$ cat config.mk
export PLATFORM = sky130hd
export DESIGN_NAME = lc3_mem_access
export DESIGN_NICKNAME = d
export VERILOG_FILES = /design/src/rtl/lc3_pkg.sv /design/src/rtl/lc3_npz_gen.sv /design/src/rtl/lc3_mem_access.sv
export SDC_FILE = /design/constraint.sdc
export NUM_CORES = 1
export LEC_CHECK = 0
export ABC_CLOCK_PERIOD_IN_PS = 2000
export BUFFER_PORTS_ARGS = -buffer_cell sky130_fd_sc_hd__clkbuf_2
export CAP_MARGIN = 25
export CORE_ASPECT_RATIO = 1.25
export CORE_MARGIN = 1.5
export CORE_UTILIZATION = 49
export DETAILED_ROUTE_END_ITERATION = 12
export GPL_TIMING_DRIVEN = 1
export PLACE_DENSITY = 0.8
export SYNTH_ARGS = -nofsm -noshare
export SYNTH_HDL_FRONTEND = slang
export SYNTH_HIERARCHICAL = 1
export SYNTH_SLANG_ARGS = --single-unit
$ cat constraint.sdc
create_clock -name clk_i -period 2 [get_ports clk_i]
set_input_delay 0.2 -clock clk_i [delete_from_list [all_inputs] [get_ports clk_i]]
set_output_delay 0.2 -clock clk_i [all_outputs]
set_load 0.03 [all_outputs]
$ cat src/rtl/lc3_pkg.sv
// Shared LC-3 encodings: memory-op codes, memory-stage FSM states and NPZ layout.
package lc3_pkg;

   localparam logic [1:0] OP_LD  = 2'b00;
   localparam logic [1:0] OP_LDI = 2'b01;
   localparam logic [1:0] OP_ST  = 2'b10;
   localparam logic [1:0] OP_STI = 2'b11;

   typedef enum logic [2:0] {
      S_IDLE    = 3'd0,
      S_RD_PTR  = 3'd1,
      S_RD_DATA = 3'd2,
      S_WR_DATA = 3'd3,
      S_FIN     = 3'd4,
      S_ABORT   = 3'd5
   } mem_state_e;

   localparam int NPZ_N = 2;
   localparam int NPZ_P = 1;
   localparam int NPZ_Z = 0;
   localparam logic [2:0] NPZ_RESET = 3'b001;

endpackage

$ cat src/rtl/lc3_npz_gen.sv
// Condition-code generator: one-hot N/P/Z flags for a 16-bit two's-complement value.
module lc3_npz_gen
   import lc3_pkg::*;
(
   input  logic [15:0] value_i,
   output logic [2:0]  npz_o
);

   always_comb begin
      npz_o = '0;
      if (value_i == 16'h0000) begin
         npz_o[NPZ_Z] = 1'b1;
      end else if (value_i[15]) begin
         npz_o[NPZ_N] = 1'b1;
      end else begin
         npz_o[NPZ_P] = 1'b1;
      end
   end

endmodule

$ cat src/rtl/lc3_mem_access.sv
// LC-3 memory-access stage: LD/LDI/ST/STI over a ready/valid memory port with
// a bounded wait timer per request.
//
// state     | meaning
// ----------+----------------------------------------------------
// S_IDLE    | waiting for START
// S_RD_PTR  | reading the indirection pointer (LDI/STI)
// S_RD_DATA | reading the load value
// S_WR_DATA | writing store data
// S_FIN     | DONE pulse (plus WB_EN for loads)
// S_ABORT   | ERR pulse after a request timed out
module lc3_mem_access
   import lc3_pkg::*;
#(
   parameter int TIMEOUT = 15,
   parameter int TW      = 8
) (
   input  logic        clk_i,
   input  logic        reset_n_i,
   input  logic        start_i,
   input  logic [1:0]  op_i,
   input  logic [15:0] addr_i,
   input  logic [15:0] st_data_i,
   output logic        busy_o,
   output logic        done_o,
   output logic        err_o,
   output logic        wb_en_o,
   output logic [15:0] load_data_o,
   output logic [2:0]  npz_o,
   output logic [15:0] mem_addr_o,
   output logic [15:0] mem_wdata_o,
   output logic        mem_re_o,
   output logic        mem_we_o,
   input  logic [15:0] mem_rdata_i,
   input  logic        mem_ready_i
);

   mem_state_e    state_q;
   logic [1:0]    op_q;
   logic [TW-1:0] timer_q;
   logic          busy_q, done_q, err_q, wb_en_q, mem_re_q, mem_we_q;
   logic [15:0]   mem_addr_q, mem_wdata_q, load_data_q;

   always_ff @(posedge clk_i) begin
      if (!reset_n_i) begin
         state_q     <= S_IDLE;
         op_q        <= OP_LD;
         timer_q     <= '0;
         busy_q      <= 1'b0;
         done_q      <= 1'b0;
         err_q       <= 1'b0;
         wb_en_q     <= 1'b0;
         mem_re_q    <= 1'b0;
         mem_we_q    <= 1'b0;
         mem_addr_q  <= '0;
         mem_wdata_q <= '0;
         load_data_q <= '0;
      end else begin
         done_q  <= 1'b0;
         err_q   <= 1'b0;
         wb_en_q <= 1'b0;
         case (state_q)
            S_IDLE: begin
               if (start_i) begin
                  op_q        <= op_i;
                  mem_wdata_q <= st_data_i;
                  mem_addr_q  <= addr_i;
                  timer_q     <= '0;
                  busy_q      <= 1'b1;
                  if (op_i == OP_LD) begin
                     state_q  <= S_RD_DATA;
                     mem_re_q <= 1'b1;
                  end else if (op_i == OP_ST) begin
                     state_q  <= S_WR_DATA;
                     mem_we_q <= 1'b1;
                  end else begin
                     state_q  <= S_RD_PTR;
                     mem_re_q <= 1'b1;
                  end
               end
            end
            S_RD_PTR, S_RD_DATA, S_WR_DATA: begin
               if (mem_ready_i) begin
                  // Ready on the last permitted cycle still completes the request.
                  timer_q <= '0;
                  if (state_q == S_RD_PTR) begin
                     mem_addr_q <= mem_rdata_i;
                     if (op_q == OP_STI) begin
                        state_q  <= S_WR_DATA;
                        mem_re_q <= 1'b0;
                        mem_we_q <= 1'b1;
                     end else begin
                        state_q <= S_RD_DATA;
                     end
                  end else begin
                     if (state_q == S_RD_DATA) begin
                        load_data_q <= mem_rdata_i;
                     end
                     state_q  <= S_FIN;
                     mem_re_q <= 1'b0;
                     mem_we_q <= 1'b0;
                     done_q   <= 1'b1;
                     wb_en_q  <= (op_q == OP_LD) || (op_q == OP_LDI);
                  end
               end else if (timer_q == TW'(TIMEOUT)) begin
                  state_q  <= S_ABORT;
                  mem_re_q <= 1'b0;
                  mem_we_q <= 1'b0;
                  err_q    <= 1'b1;
               end else begin
                  timer_q <= timer_q + 1'b1;
               end
            end
            S_FIN, S_ABORT: begin
               state_q <= S_IDLE;
               busy_q  <= 1'b0;
            end
            default: begin
               state_q <= S_IDLE;
               busy_q  <= 1'b0;
            end
         endcase
      end
   end

   lc3_npz_gen u_npz_gen (
      .value_i (load_data_q),
      .npz_o   (npz_o)
   );

   assign busy_o      = busy_q;
   assign done_o      = done_q;
   assign err_o       = err_q;
   assign wb_en_o     = wb_en_q;
   assign load_data_o = load_data_q;
   assign mem_addr_o  = mem_addr_q;
   assign mem_wdata_o = mem_wdata_q;
   assign mem_re_o    = mem_re_q;
   assign mem_we_o    = mem_we_q;

endmodule
Word level (Yosys, flattened, before mapping)
Index checks and enable logic that the tools add are counted.

storage, ports and cells
  flip-flop bits (word level) = 67
  bits of input ports = 54
  output and inout port bits = 57
  word-level logic and storage cells = 90

cells by class
  add/subtract/negate cells = 1
  equality and inequality tests = 16
  mux-type cells = 39
  bitwise gates (word level) = 4
  reductions and logical operators = 18

operators by type and width
  operator                                        number
  two-way mux 16 bit                              3
  one-hot mux 16 bit (2 select lines)             1
  two-way mux 8 bit                               3
  two-way mux 1 bit                               20
  zero test 16 bit                                1
  one-hot mux 8 bit (2 select lines)              1
  two-way mux 3 bit                               4
  != test 2 bit (second input constant)           5
  != test 3 bit (second input constant)           3
  adder 8 x 1 -> 8 bit (second input constant)    1
  == test 8 x 4 -> 1 bit (second input constant)  1
  AND reduction 4 bit                             2
  == test 3 x 2 -> 1 bit (second input constant)  2
  two-way mux 2 bit                               3
  one-hot mux 1 bit (2 select lines)              3
  one-hot mux 3 bit (2 select lines)              1
  AND reduction 2 bit                             3
  AND reduction 3 bit                             2
  AND reduction 6 bit                             1
  OR reduction 3 bit                              2
  AND reduction 5 bit                             1
  == test 2 bit (second input constant)           2
  zero test 2 bit                                 2
  != test 4 bit (second input constant)           1
  7 further kinds                                 10

Logic depth before layout (Yosys ltp)
Gate-level depths: netlist (run 1).

  depth after elaboration = 5
  gate-level depth with buffers = 7

Hierarchy
Netlist (run 1), hierarchy kept.

modules (own cells, without submodules)
  module          instances  cells an instance  area an instance (um^2)  sequential area each (um^2)
  lc3_mem_access  1          324                2879.0                   1341.3
  lc3_npz_gen     1          7                  71.3                     0.0

Worst setup path before layout (run 1)
OpenSTA, ideal clock, no wires.

  kind = register to register
  start point = reg timer_q[0]
  end point = reg timer_q[6]
  library setup time = 0.058 ns
  arrival = 1.539 ns
  setup slack = 0.403 ns
  stages on the path, launching flop included = 6
  clock period less this slack = 1.597 ns
  path through = dfxtp_1 -> ha_1 -> and3_1 -> a211oi_1 -> and2_1 -> o221a_2

on the way
  cells in the longest elaborated chain, start to end = 4

RTL lines
  what                                line                   RTL
  from (decl)                         lc3_mem_access.sv:40   logic [TW-1:0] timer_q;
  from (signal assigned)              lc3_mem_access.sv:111  timer_q <= timer_q + 1'b1;
  adder 8 x 1 -> 8 bit                lc3_mem_access.sv:111
  two-way mux 8 bit                   lc3_mem_access.sv:105  end else if (timer_q == TW'(TIMEOUT)) begin
  two-way mux 8 bit                   lc3_mem_access.sv:83   if (mem_ready_i) begin
  one-hot mux 8 bit (2 select lines)  lc3_mem_access.sv:62   case (state_q)

Parallel ways exist; a longest one is shown, timed or not. The select of a mux whose other input is x is not followed.
A chain may end at the register's enable or synchronous reset.

Worst setup path after layout (run 1)
  start point = reg state_q[2]
  end point = reg timer_q[2]

on the way
  cells in the longest elaborated chain, start to end = 4

RTL lines
  what                                                                         line                  RTL
  from (decl)                                                                  lc3_mem_access.sv:38  mem_state_e state_q;
  from (signal assigned)                                                       lc3_mem_access.sv:46  state_q <= S_IDLE;
  from (signal assigned)                                                       lc3_mem_access.sv:71  state_q <= S_RD_DATA;
  from (signal assigned)                                                       lc3_mem_access.sv:74  state_q <= S_WR_DATA;
  == test 3 x 1 -> 1 bit / == test 3 x 2 -> 1 bit (equally long branches)      lc3_mem_access.sv:62
  OR reduction 3 bit                                                           lc3_mem_access.sv:62
  != test 3 bit (no source line) / nonzero test 2 bit (equally long branches)  n/a
  AND reduction 3 bit (no source line)                                         n/a

Parallel ways exist; a longest one is shown, timed or not.

==> flow_summary.toml, run 1 <==
[run_status]
status = "finished, final reports clean"

[timing]
fin_skew_ns = 0.0122
max-slew-margin-rel_pct = 54.0
finalCritPeriodShare_pct = 86.8
max_freq_mhz = 576
hold_viol_final = 0
worstMarginPinSlew_ns = 0.673
setup_viol = 0
totalNegativeSetupSlack_ns = 0
holdWs_ns = 0.0685
period_needed_ns = 1.74
report.final.slew_viol_count = 0
rsz0062_at_grt = "false"

[placed_design]
dpl.hpwl_mm = 5.37
port_buffers = 110
globalplace.congestion = 0.869

[cts]
cts_buffers = 9
cts_resized = 0
ctsHtreeMaxLevel = 3
cts.sinks = 67
insertion_delay_ns = 0.35
hold_buffers = 0
post_cts_buffers = 0
clk_pin_slew_worst_paths_ns = 0.08
cts_tree = "yes"
ctsRootBufferMaster = "clkbuf_8"
clock_path_buffers = 2

[drt]
num_vias = 2782
wl_met3_um = 487
top_layer_used = "met4"
drt-total-wl_mm = 7.35
antenna_left = 0
drt-initial-drc-count = 187
drt-met1-wl_mm = 3.02
drtPass1Iterations = 4
drc = 0
viasPerCell = 5.47
routedWlPerCell_um = 14.4
routed-wl-met2_mm = 3.59

[global_route]
grt_max_degree = 33
gr-total-overflow = 0
antenna_found_initial = 0
globalRouteTotalUtil_pct = 23.8
grt_pass1_vias = 2612
grt_pass1_wl_mm = 12.1

[layout]
fin_util_pct = 64.9
layout.nets = 493
n_antenna_cell = 0
final_cell_mix = "clkbuf_2 (110), nand2_1 (95), dfxtp_1 (67)"
drive_gt1_share_pct = 33.2
n_fill_cell = 497
layout_commonest_cell = "clkbuf_2"
areaGrowthSynthToFinish_pct = 28.0

[hold_path]
holdPathStages = 3
hold_class = "in -> reg"

[setup_path]
path_max_fanout = 17
cp.required_ns = 2.21
max_stage_delay_ns = 0.49
cp-end-kind = "flip-flop"
worst_setup_path_start_kind = "flip-flop"
r2r_cells = 5
cp_cell_sequence = "o21bai_2 > buf_4 > nor2_1 > o21ai_0 > a21oi_1"
arrival_ns = 1.95
slowest_stage = "dfxtp_1"
path_class = "reg -> reg"

[synthesis]
synth_area_sq_um = 2950
synth.avg_cell_area_sq_um = 8.91
synth_flop_cell = "dfxtp_1"
seq_area_frac_synth_pct = 45.5
yosysUniqueCellTypes = 42
synth-seq-cells = 67
ys_warn_count = 6
postSynth.asyncResetShare_pct = 0
synth_fp_nets = 386
syn_inst = 331
synth_enable_flop_cells = 0

[die]
dieArea_sq_um = 6500
die-width_um = 72.4
io_pins = 111
die_h_um = 89.8
start_util_pct = 50.7
core_area_sq_um = 5820
rows = 31

[pwr]
power.density_nw_per_um2 = 1350
leakagePower_nw = 1.85
ir_worst_vdd_mv = 0.777
power_w = 0.00508

[run]
drv_cap = 0
## through the flow
stage                     std cells  setup WS (ns)  area (sq um)
after floorplan                 331          0.403          2950
after global placement          493          0.334          3570
after detailed placement        493          0.307          3570
after CTS                       509          0.274          3780
after global routing            509         0.0397          3780
final                           509          0.265          3780
## sequential cells by signal, indices dropped and copies added (netlist names), 2 cells and up
signal	cells
load_data_o	16
mem_addr_o	16
mem_wdata_o	16
op_q	2
state_q	3
timer_q	8
## worst max-delay path: cells and delay by family, from the launching register on
family | cells | cell delay, ns
buffers and inverters | 1 | 0.34
and+or+nand+nor | 1 | 0.08
AOI/OAI and AO/OA | 3 | 0.69
DFF | 1 | 0.49
## kinds of logic after synthesis
group                    after synthesis  share of synthesized area, %
buffers and inverters                 31                          4.75
AO/OA/AOI/OAI                         80                          22.0
multiplexers                          16                          5.43
adder cells (fa/ha/maj)                1                         0.424
AND/OR/NAND/NOR                      136                          22.0
flip-flops                            67                          45.5
## per-layer routing
metal | vias to the layer above | GRT usage (%)
met5 | - | 0
met1 | 1291 | 28.3
met3 | 18 | 7.74
li1 | 1379 | -
met2 | 94 | 37.9
met4 | 0 | 11.9
## worst paths after layout
kind / from / end / slack [ns]
setup reg to reg: state_q[2] / timer_q[2] / 0.26
hold reg to reg: op_q[1] / wb_en_o / 0.44
hold / removal: st_data_i[4] / mem_wdata_o[4] / 0.07
setup / recovery: state_q[2] / timer_q[2] / 0.26
## cell type report
class | count | area (sq um) | share of cell area (%)
clock inverter | 6 | 65.1 | 1.72
inverter | 6 | 22.5 | 0.596
timing repair buffer | 121 | 646 | 17.1
tap | 66 | 82.6 | 2.19
sequential | 67 | 1340 | 35.5
multi-input combinational | 233 | 1480 | 39.2
clock buffer | 10 | 138 | 3.64
## cells in the mapped netlist (all sizes together), types with 6 or more instances
library cell / number / area share, %
a21boi: 36 / 9.2
clkbuf: 11 / 1.4
inv: 6 / 0.76
buf: 14 / 2.6
o211a: 16 / 5.4
dfxtp: 67 / 45
nor4: 6 / 2.3
nand2: 95 / 12
mux2i: 16 / 5.4
## power by group
group,leakage [nW],switching (W),internal (W)
Clock,0.102,0.000537,0.000609
Combinational,1.20,0.00138,0.000762
Sequential,0.548,0.000181,0.00161
Total,1.85,0.00210,0.00298
Power figures use the tool's default switching activity.
==> run 2: changes to the inputs <==
--- a/config.mk
+++ b/config.mk
@@ -13,7 +13,7 @@
 export CORE_UTILIZATION = 49
 export DETAILED_ROUTE_END_ITERATION = 12
 export GPL_TIMING_DRIVEN = 1
-export PLACE_DENSITY = 0.8
+export PLACE_DENSITY = 0.91
 export SYNTH_ARGS = -nofsm -noshare
 export SYNTH_HDL_FRONTEND = slang
 export SYNTH_HIERARCHICAL = 1
==> run 2 against run 1 <==
- clock-buffer cell count is the same
- fmax down 7.5%
- first-iteration DRC count rose by 9.6%
- clock skew fell by 0.0061 ns
- sequential power hardly changed
- critical path depth is 1 lower
- core utilization grew 0.88 points
- hold slack improved by 0.0036 ns
- worst setup slack lost 0.14 ns
- cell count is 0.20% lower
- total power grew 5.3%
==> flow_summary.toml, run 2 (synthesis gave the netlist of run 1 again) <==
[run_status]
status = "finished, final reports clean"

[timing]
hold_viol_final = 0
max-slew-margin-rel_pct = 59.6
holdWs_ns = 0.0722
rsz0062_at_grt = "false"
fin_skew_ns = 0.00606
setup_viol = 0
period_needed_ns = 1.88
max_freq_mhz = 533
worstMarginPinSlew_ns = 0.606
worst_slack_ns = 0.124
finalCritPeriodShare_pct = 93.8
report.final.slew_viol_count = 0
totalNegativeSetupSlack_ns = 0

[pwr]
leakagePower_nw = 1.87
ir_worst_vdd_mv = 0.758
power.density_nw_per_um2 = 1400

[global_route]
antenna_found_initial = 0
grt_max_degree = 35
grt_pass1_vias = 2696
globalRouteTotalUtil_pct = 24.1
gr-total-overflow = 0
grt_pass1_wl_mm = 12.3

[drt]
drt-total-wl_mm = 7.48
antenna_left = 0
num_vias = 2799
drt-initial-drc-count = 205
drtPass1Iterations = 6
viasPerCell = 5.51
drc = 0
routedWlPerCell_um = 14.7

[cts]
hold_buffers = 0
cts.sinks = 67
post_cts_buffers = 0
ctsHtreeMaxLevel = 3
cts_resized = 0
clk_pin_slew_worst_paths_ns = 0.07
cts_tree = "yes"
clock_path_buffers = 2
ctsRootBufferMaster = "clkbuf_8"
insertion_delay_ns = 0.35
cts_buffers = 9

[layout]
n_fill_cell = 458
areaGrowthSynthToFinish_pct = 29.7
drive_gt1_share_pct = 33.0
n_antenna_cell = 0
final_cell_mix = "clkbuf_2 (110), nand2_1 (95), dfxtp_1 (67)"
layout.nets = 492
fin_area_sq_um = 3830
multi_input_area_sq_um = 1480
layout_commonest_cell = "clkbuf_2"
seq_area_sq_um = 1340

[placed_design]
post_dp_cell_area_sq_um = 3580
port_buffers = 110
pre_cts_ws_ns = 0.161
dpl.hpwl_mm = 5.42
globalplace.congestion = 0.882

[setup_path]
cp-end-kind = "flip-flop"
max_stage_delay_ns = 0.55
path_class = "reg -> reg"
arrival_ns = 2.15
cp_cell_sequence = "nor3_1 > or2_1 > or4_1 > a21oi_1"
path_max_fanout = 12
slowest_stage = "dfxtp_1"
cp.required_ns = 2.28
worst_setup_path_start_kind = "flip-flop"

[run]
drv_cap = 0

[die]
die-width_um = 72.4
io_pins = 111
dieArea_sq_um = 6500
core_area_sq_um = 5820
start_util_pct = 50.7
rows = 31
die_h_um = 89.8

[hold_path]
hold_class = "in -> reg"
## run 2: power by group
group,internal (W),switching (W)
Sequential,0.00161,0.000192
Clock,0.000864,0.000533
Combinational,0.000764,0.00139
## run 2: layout make-up
type,count,share of cell area [%]
multi-input cells,233,38.7
clock inverters,6,2.91
repair buffers,120,17.0
flip-flops and latches,67,35.0
clock buffers,10,3.60
inverters,6,0.588
well taps,66,2.16
## run 2: path summary, 6_finish.rpt
kind / end / slack (ns) / cells after the start / from
hold reg to reg: wb_en_o / 0.44 / 1 / op_q[1]
setup reg to reg: timer_q[5] / 0.12 / 4 / state_q[1]
hold / removal: mem_wdata_o[11] / 0.07 / 3 / st_data_i[11]
setup / recovery: timer_q[5] / 0.12 / 4 / state_q[1]
## run 2: through the flow
step | std cells | util, % | power (W)
2_1_floorplan | 331 | - | 0.00335
3_3_place_gp | 492 | 61.5 | 0.00390
3_5_place_dp | 492 | 61.5 | 0.00397
4_1_cts | 508 | 65.8 | 0.00537
5_1_grt | 508 | 65.8 | 0.00563
6_report | 508 | 65.8 | 0.00535
## run 2: per-layer routing
layer / routed length (um) / GRT usage (%)
met1: 2930 / 26.8
met2: 3880 / 42.0
met4: 152 / 9.43
met5: 0 / 0
met3: 519 / 7.62
## run 2: worst max-delay path, delay by kind of cell, from the launching register on
family	cells	cell delay, ns
simple gates	3	1.09
flops	1	0.55
compound gates	1	0.16
==> run 3: changes to the inputs <==
--- a/config.mk
+++ b/config.mk
@@ -13,6 +13,7 @@
 export CORE_UTILIZATION = 49
 export DETAILED_ROUTE_END_ITERATION = 12
 export GPL_TIMING_DRIVEN = 1
+export MAX_ROUTING_LAYER = met4
 export PLACE_DENSITY = 0.91
 export SYNTH_ARGS = -nofsm -noshare
 export SYNTH_HDL_FRONTEND = slang
==> run 3 against run 2 <==
- cell area did not move
- global-route usage rose by 0.74 points
- hold slack improved by 0.0039 ns
- clock power barely moved
- sequential power barely moved
- cell count did not move
- first-iteration DRC count rose by 9.3%
- die area did not move
- critical path depth did not move
- core utilization did not move
- combinational power barely moved
- routed wire length rose by 0.23%
- largest power group unchanged
==> flow_summary.toml, run 3 (synthesis gave the netlist of run 1 again) <==
[setup_path]
r2r_end = "timer_q[3]"
arrival_ns = 2.15
crit_family = "simple AND/OR/NAND/NOR gates"
worst_setup_path_start_kind = "flip-flop"
slowest_stage = "dfxtp_1"
path_max_fanout = 12
cp-end-kind = "flip-flop"
cp_cell_sequence = "nor3_1 > or2_1 > or4_1 > a21oi_1"
r2r-start = "state_q[1]"
max_stage_delay_ns = 0.56
cp_num_buf_inv = 0
rrSetupSlack_ns = 0.12
r2r_cells = 4
path_class = "reg -> reg"
cp.required_ns = 2.27

[drt]
num_vias = 2813
routedWlPerCell_um = 14.8
viasPerCell = 5.54
drt-total-wl_mm = 7.50
drtPass1Iterations = 4
drc = 0
antenna_left = 0
drt-initial-drc-count = 224

[die]
die_h_um = 89.8
die-width_um = 72.4
io_pins = 111
rows = 31
core_area_sq_um = 5820
start_util_pct = 50.7
dieArea_sq_um = 6500

[run]
drv_cap = 0

[global_route]
antenna_found_initial = 0
grt_pass1_wl_mm = 12.3
top_usage_layer = "met2"
grt_pass1_vias = 2692
gr-usage-met2_pct = 41.9
use_met3_pct = 6.39
grt_max_degree = 35
grt_util_met1_pct = 27.9
globalRouteTotalUtil_pct = 24.9
gr-total-overflow = 0

[placed_design]
port_buffers = 110
globalplace.congestion = 0.897
dpl.hpwl_mm = 5.42

[run_status]
status = "finished, final reports clean"

[hold_path]
whs_endpoint = "mem_wdata_o[11]"
hold_class = "in -> reg"
holdPathStages = 3
hold_start = "st_data_i[11]"

[timing]
max_freq_mhz = 532
fin_skew_ns = 0.00661
holdWs_ns = 0.0761
setup_viol = 0
rsz0062_at_grt = "false"
max-slew-margin-rel_pct = 59.1
hold_viol_final = 0
period_needed_ns = 1.88
report.final.slew_viol_count = 0
worstMarginPinSlew_ns = 0.613
finalCritPeriodShare_pct = 93.9
totalNegativeSetupSlack_ns = 0

[cts]
cts_resized = 0
insertion_delay_ns = 0.34
ctsHtreeMaxLevel = 3
clock_path_buffers = 2
cts_tree = "yes"
clk_pin_slew_worst_paths_ns = 0.07
post_cts_buffers = 0
ctsRootBufferMaster = "clkbuf_8"
hold_buffers = 0
cts.sinks = 67
cts_buffers = 9

[pwr]
power.internal_w = 0.00324
ir_worst_vdd_mv = 0.756
pwr-share-comb_pct = 40.3
p_clk_share_pct = 26.0
p_sw_w = 0.00211
power.density_nw_per_um2 = 1400
p_seq_share_pct = 33.7
power_w = 0.00534
switching_share_pct = 39.4
leakagePower_nw = 1.87

[layout]
areaGrowthSynthToFinish_pct = 29.7
final_cell_mix = "clkbuf_2 (110), nand2_1 (95), dfxtp_1 (67)"
n_antenna_cell = 0
drive_gt1_share_pct = 33.0
layout_commonest_cell = "clkbuf_2"
n_fill_cell = 458
layout.nets = 492
## run 3: cell counts in the layout (fill, tap and decap cells not counted)
Identical to the previous run, type by type.
## run 3: worst min-delay path, delay by kind of cell
family	cells	cell delay, ns
AND/OR/NAND/NOR	1	0.04
buffers and inverters	1	0.08
AO/OA/AOI/OAI	1	0.06
## run 3: how the worst max path moves through the flow
stage / start / end / cells past startpoint
after floorplan: timer_q[0] / timer_q[6] / 5
after global placement: state_q[1] / timer_q[5] / 4
after detailed placement: state_q[1] / timer_q[5] / 4
after CTS: state_q[1] / timer_q[5] / 4
after global routing: state_q[1] / timer_q[5] / 4
final: state_q[1] / timer_q[3] / 4
## run 3: cell type report
type	instances	area, sq um	share of cell area, %
clock buffer	10	138	3.60
inverter	6	22.5	0.588
timing repair buffer	120	651	17.0
clock inverter	6	111	2.91
sequential	67	1340	35.0
tap	66	82.6	2.16
multi-input combinational	233	1480	38.7
## run 3: stage by stage
stage | utilization (%) | std cells | setup slack, ns | area (sq um)
2_1_floorplan | - | 331 | 0.403 | 2950
3_3_place_gp | 61.5 | 492 | 0.245 | 3580
3_5_place_dp | 61.5 | 492 | 0.161 | 3580
4_1_cts | 65.8 | 508 | 0.131 | 3830
5_1_grt | 65.8 | 508 | 0.0251 | 3830
6_report | 65.8 | 508 | 0.121 | 3830
## run 3: power by group through the flow
stage          clock (W)  sequential [W]  combinational [W]
2_1_floorplan          0         0.00225            0.00110
3_3_place_gp           0         0.00181            0.00209
6_report         0.00139         0.00180            0.00215
4_1_cts          0.00141         0.00180            0.00216
3_5_place_dp           0         0.00183            0.00214
5_1_grt          0.00147         0.00183            0.00233
## run 3: routing by layer
layer | up-vias | part of all wire, %
met4 | 0 | 1.7
li1 | 1378 | -
met1 | 1305 | 40
met3 | 11 | 6.6
met5 | - | 0
met2 | 119 | 52
